### src/rtl/seq_pattern_tx.sv
// seq_pattern_tx -- serial frame transmitter.
//
// On a start request in IDLE, the payload (pat) and its length (len) are
// captured into shadow registers. The block then shifts out a fixed 3-bit
// header (HDR, MSB first), followed by len+1 payload bits taken from
// pat_shadow[len] down to pat_shadow[0]. A one-cycle DONE state follows the
// last payload bit. Each bit is held until step=1 at a rising edge. abort
// cancels a frame in HDR or DATA. All outputs are decoded from registered
// state only (Moore).
//
// Ports:
//   clock  - rising-edge clock
//   reset  - asynchronous active-low reset
//   start  - frame request, sampled only in IDLE
//   step   - bit-advance enable
//   abort  - synchronous frame cancel (HDR/DATA only), wins over step
//   pat    - payload bits, captured at start
//   len    - payload length minus one, captured at start
//   outp   - serial bit stream
//   valid  - outp carries a header or payload bit
//   busy   - high in HDR, DATA and DONE
//   done   - one-cycle pulse after the last payload bit
module seq_pattern_tx #(
  parameter int         PAT_W = 16,
  parameter logic [2:0] HDR   = 3'b001
) (
  input  logic                     clock,
  input  logic                     reset,
  input  logic                     start,
  input  logic                     step,
  input  logic                     abort,
  input  logic [PAT_W-1:0]         pat,
  input  logic [$clog2(PAT_W)-1:0] len,
  output logic                     outp,
  output logic                     valid,
  output logic                     busy,
  output logic                     done
);

  localparam int LEN_W   = $clog2(PAT_W);
  localparam int PAT_EXT = 1 << LEN_W;

  // IDLE is the all-zero encoding so power-up and reset state coincide.
  typedef enum logic [1:0] {
    S_IDLE = 2'd0,
    S_HDR  = 2'd1,
    S_DATA = 2'd2,
    S_DONE = 2'd3
  } state_t;

  state_t             state, state_nx;
  logic [LEN_W-1:0]   idx, idx_nx;
  logic [LEN_W-1:0]   len_sh, len_nx;
  logic [PAT_W-1:0]   pat_sh, pat_nx;

  // Payload padded to a power of two so any idx value selects a defined bit
  // (a len beyond PAT_W-1 for non-power-of-two widths then sends zeros).
  logic [PAT_EXT-1:0] pat_ext;
  logic [3:0]         hdr_ext;

  assign pat_ext = PAT_EXT'(pat_sh);
  assign hdr_ext = {1'b0, HDR};

  always_ff @(posedge clock or negedge reset) begin
    if (!reset) begin
      state  <= S_IDLE;
      idx    <= '0;
      len_sh <= '0;
      pat_sh <= '0;
    end else begin
      state  <= state_nx;
      idx    <= idx_nx;
      len_sh <= len_nx;
      pat_sh <= pat_nx;
    end
  end

  always_comb begin
    state_nx = state;
    idx_nx   = idx;
    len_nx   = len_sh;
    pat_nx   = pat_sh;
    unique case (state)
      S_IDLE: begin
        if (start) begin
          pat_nx   = pat;
          len_nx   = len;
          idx_nx   = LEN_W'(2);
          state_nx = S_HDR;
        end
      end
      S_HDR: begin
        if (abort) begin
          state_nx = S_IDLE;
          idx_nx   = '0;
        end else if (step) begin
          if (idx == '0) begin
            state_nx = S_DATA;
            idx_nx   = len_sh;
          end else begin
            idx_nx = idx - LEN_W'(1);
          end
        end
      end
      S_DATA: begin
        if (abort) begin
          state_nx = S_IDLE;
          idx_nx   = '0;
        end else if (step) begin
          if (idx == '0) begin
            state_nx = S_DONE;
          end else begin
            idx_nx = idx - LEN_W'(1);
          end
        end
      end
      S_DONE: begin
        state_nx = S_IDLE;
        idx_nx   = '0;
      end
      default: begin
        state_nx = S_IDLE;
        idx_nx   = '0;
      end
    endcase
  end

  always_comb begin
    outp  = 1'b0;
    valid = 1'b0;
    busy  = 1'b0;
    done  = 1'b0;
    unique case (state)
      S_IDLE: ;
      S_HDR: begin
        // idx never exceeds 2 in HDR, so the low two bits suffice.
        outp  = hdr_ext[idx[1:0]];
        valid = 1'b1;
        busy  = 1'b1;
      end
      S_DATA: begin
        outp  = pat_ext[idx];
        valid = 1'b1;
        busy  = 1'b1;
      end
      S_DONE: begin
        busy = 1'b1;
        done = 1'b1;
      end
      default: ;
    endcase
  end

endmodule
### config.mk
export PLATFORM = sky130hd
export DESIGN_NAME = seq_pattern_tx
export DESIGN_NICKNAME = d
export VERILOG_FILES = /design/src/rtl/seq_pattern_tx.sv
export SDC_FILE = /design/constraint.sdc
export NUM_CORES = 1
export LEC_CHECK = 0
export ABC_AREA = 0
export CORE_MARGIN = 2
export CORE_UTILIZATION = 51
export DETAILED_ROUTE_END_ITERATION = 10
export PLACE_DENSITY = 0.79
export SLEW_MARGIN = 20
export SYNTH_ARGS = -nofsm -noshare
export SYNTH_HDL_FRONTEND = slang
export SYNTH_SLANG_ARGS = --single-unit
### constraint.sdc
create_clock -name clock -period 2.5 [get_ports clock]
set_input_delay 0.625 -clock clock [delete_from_list [all_inputs] [get_ports clock]]
set_output_delay 0.625 -clock clock [all_outputs]
set_load 0.03 [all_outputs]
==> results.py <==
metrics = {
    "setup_path": {
        "critPathLaunchType": "register",
        "crit_family": "compound AO/OA/AOI/OAI gates",
        "r2r_start": "idx[0]",
        "crit_chain": "inv_2 > ha_4 > nand2_1 > a211o_2 > o21ai_1 > buf_4",
        "cp_max_fo": 4,
        "worst-path-buf-inv": 2,
        "cp.required_ns": 1.88,
        "slowest_stage": "dfrtp_1",
        "crit_type": "reg2out",
        "arrival_ns": 1.81,
        "cp-end-kind": "output port",
        "max_stage_delay_ns": 0.42,
        "startpoint": "state[1]",
    },
    "clock_tree": {
        "hold_buffers": 0,
        "cts_root_buf": "clkbuf_4",
        "cts_buffer_depth": 2,
        "clk_pin_slew_ns": 0.14,
        "cts.sinks": 26,
        "cts.htree.levels": 1,
        "cts_tree": "yes",
        "cts_buffers": 3,
        "insertion_delay_ns": 0.32,
    },
    "floorplan": {
        "num_rows": 19,
        "die_height_um": 57.8,
        "core_sq_um": 2760,
        "die_area_sq_um": 3340,
        "die_x_um": 57.8,
        "initial_core_util_pct": 53.6,
        "pin_count": 29,
    },
    "sta": {
        "timing.final.max_slew_violations": 0,
        "whs_ns": 0.522,
        "fin_skew_ns": 0.00455,
        "setup_slack_ns": 0.0700,
        "fin_crit_sh_pct": 97.2,
        "max_freq_ghz": 0.412,
        "finalSetupViolCount": 0,
        "fin_setup_tns_ns": 0,
        "final_hold_viol_count": 0,
        "worst_pin_slew_ns": 0.424,
        "rsz0062_at_grt": "yes",
        "slew_headroom_pct": 71.6,
        "min_period_ns": 2.43,
    },
    "grt": {
        "grt_max_degree": 27,
        "grt-ovfl-total": 0,
        "grt_usage_pct": 20.2,
        "grt_pass1_wl_mm": 5.11,
        "grt_pass1_vias": 1168,
        "antenna_found_initial": 0,
    },
    "power_and_ir_drop": {
        "power.leakage_nw": 0.776,
        "power_density_nw_per_um2": 1270,
        "max-vdd-ir-drop_uv": 923,
        "power.total_mw": 2.39,
    },
    "cells_and_area": {
        "antenna_cells": 0,
        "fin_cells": 183,
        "seq_area_sq_um": 653,
        "layout.nets": 185,
        "fillCellCount": 204,
        "final_layout_size_suffix_gt1_share_pct": 34.2,
        "multi_input_area_sq_um": 792,
        "syn2layout_area_growth_pct": 27.1,
    },
    "detailed_routing": {
        "ant_nets": 0,
        "via_count": 1071,
        "wl_mm": 2.98,
        "drtIter0Drc": 23,
        "via_per_inst": 5.85,
        "drc": 0,
        "drt_pass1_iterations": 4,
        "routedWlPerCell_um": 16.3,
    },
    "synth": {
        "avgSynthCellArea_sq_um": 12.5,
        "ys_ff_latch": 26,
        "ys_seq_area_share_pct": 44.0,
        "syn_nets": 150,
        "synth_area_sq_um": 1480,
        "ys_types": 40,
        "yosysWarnings": 0,
        "netlist_instances": 118,
    },
    "placement": {
        "hpwlAfterDp_mm": 2.24,
        "pre_cts_ws_ns": 0.239,
        "port_buffers": 28,
        "placedCellCount": 175,
        "gp_congestion": 0.905,
    },
    "hold_path": {
        "hp-start": "pat_ext[7]",
        "min_path_type": "reg2reg",
    },
    "run_status": {
        "status": "complete, no violations",
    },
    "run": {
        "cap_violations": 0,
    },
}
timing repair:
item,in CTS,in global routing
resized for setup,2,7
hold endpoints to repair,0,0
endpoints found under the setup margin,3,3
setup buffers,4,0
Yosys cell counts, drive strengths merged:
cell type	instances	area, sq um
a31oi	1	6.26
a211o	1	10.0
o31ai	1	7.51
nor3b	1	12.5
clkbuf	2	7.51
buf	3	30.0
o221ai	1	26.3
o311a	1	10.0
o41ai	1	8.76
a2bb2oi	1	8.76
nand3	4	20.0
xnor2	1	8.76
nand2	4	15.0
inv	6	22.5
o21ai	9	48.8
a21oi	2	13.8
or2b	3	23.8
nor2b	1	6.26
nand2b	1	6.26
a2111oi	1	15.0
a22o	3	28.8
ha	7	87.6
o21bai	2	26.3
mux4	2	45.0
mux2i	5	50.1
dfrtp	26	651
a32oi	1	8.76
o31a	2	18.8
nor2	3	11.3
nor4	1	6.26
mux2	20	225
or3b	1	11.3
worst reg2reg max path: cells and delay by family (launching register included):
family,cells,cell delay (ns)
DFF,1,0.45
AOI/OAI and AO/OA,2,0.30
buffers and inverters,2,0.25
muxes,1,0.20
adders and majority gates,1,0.23
and+or+nand+nor,1,0.44
flip-flops by register name (all words and copies together) (netlist names):
| name | cells |
|---|---|
| state | 2 |
| len_sh | 4 |
| pat_ext | 16 |
| idx | 4 |
metal layers:
metal	global-route usage [%]	wire [um]	vias up
met5	0	0	-
met2	34.4	1530	25
met1	25.0	1280	535
met4	8.64	53	0
met3	3.79	114	6
li1	-	-	505
power by group:
part           switching (mW)  internal (mW)  total, mW
clock network           0.124         0.0890      0.213
logic                   0.667          0.712       1.38
registers               0.166          0.634      0.800
total                   0.958           1.44       2.39
worst paths after layout:
kind                               to  slack (ns)  depth (start not counted)
setup / recovery                 outp        0.07                          6
hold / removal             pat_ext[7]        0.52                          1
setup reg to reg               idx[1]        0.53                          7
hold reg to reg            pat_ext[7]        0.52                          1
max in group asynchronous      idx[0]        1.59                          2
min in group asynchronous      idx[1]        0.65                          2
metrics by stage:
step / cell area (sq um) / utilization, %
after detailed placement: 1780 / 64.5
after global placement: 1780 / 64.5
after global routing: 1880 / 68.1
after CTS: 1850 / 67.1
after floorplan: 1480 / -
final: 1880 / 68.1
final cells by class:
| type | count | area share (%) |
|---|---|---|
| clock buffers | 4 | 1.93 |
| inverters | 6 | 1.20 |
| multi-input cells | 81 | 42.2 |
| flip-flops and latches | 26 | 34.8 |
| well taps | 31 | 2.07 |
| repair buffers | 35 | 17.9 |
kinds of logic (layout without fill, tap and decap cells):
group,count (synthesis),in the layout,share of synthesized area (%)
AND/OR/NAND/NOR,19,19,7.62
adder cells (fa/ha/maj),7,7,5.93
multiplexers,27,27,21.7
flip-flops,26,26,44.0
buffers and inverters,11,45,4.06
AO/OA/AOI/OAI,27,27,16.1
XOR/XNOR,1,1,0.593
placed cells by master (no fill, tap or decap), types with 2 or more instances in the layout:
cell | synthesis | layout
clkdlybuf4s50_1 | 0 | 25
dfrtp_1 | 26 | 24
mux2_2 | 20 | 20
buf_4 | 1 | 8
o21ai_0 | 7 | 7
mux2i_1 | 5 | 5
ha_1 | 7 | 5
inv_1 | 6 | 4
nand2_1 | 4 | 4
nand3_1 | 4 | 4
nor2_1 | 3 | 3
clkbuf_4 | 0 | 3
mux4_2 | 2 | 2
inv_2 | 0 | 2
or2b_1 | 2 | 2
a22o_2 | 2 | 2
ha_4 | 0 | 2
dfrtp_2 | 0 | 2
dlymetal6s2s_1 | 0 | 2
Note: power is estimated with default switching activity, not from simulation.
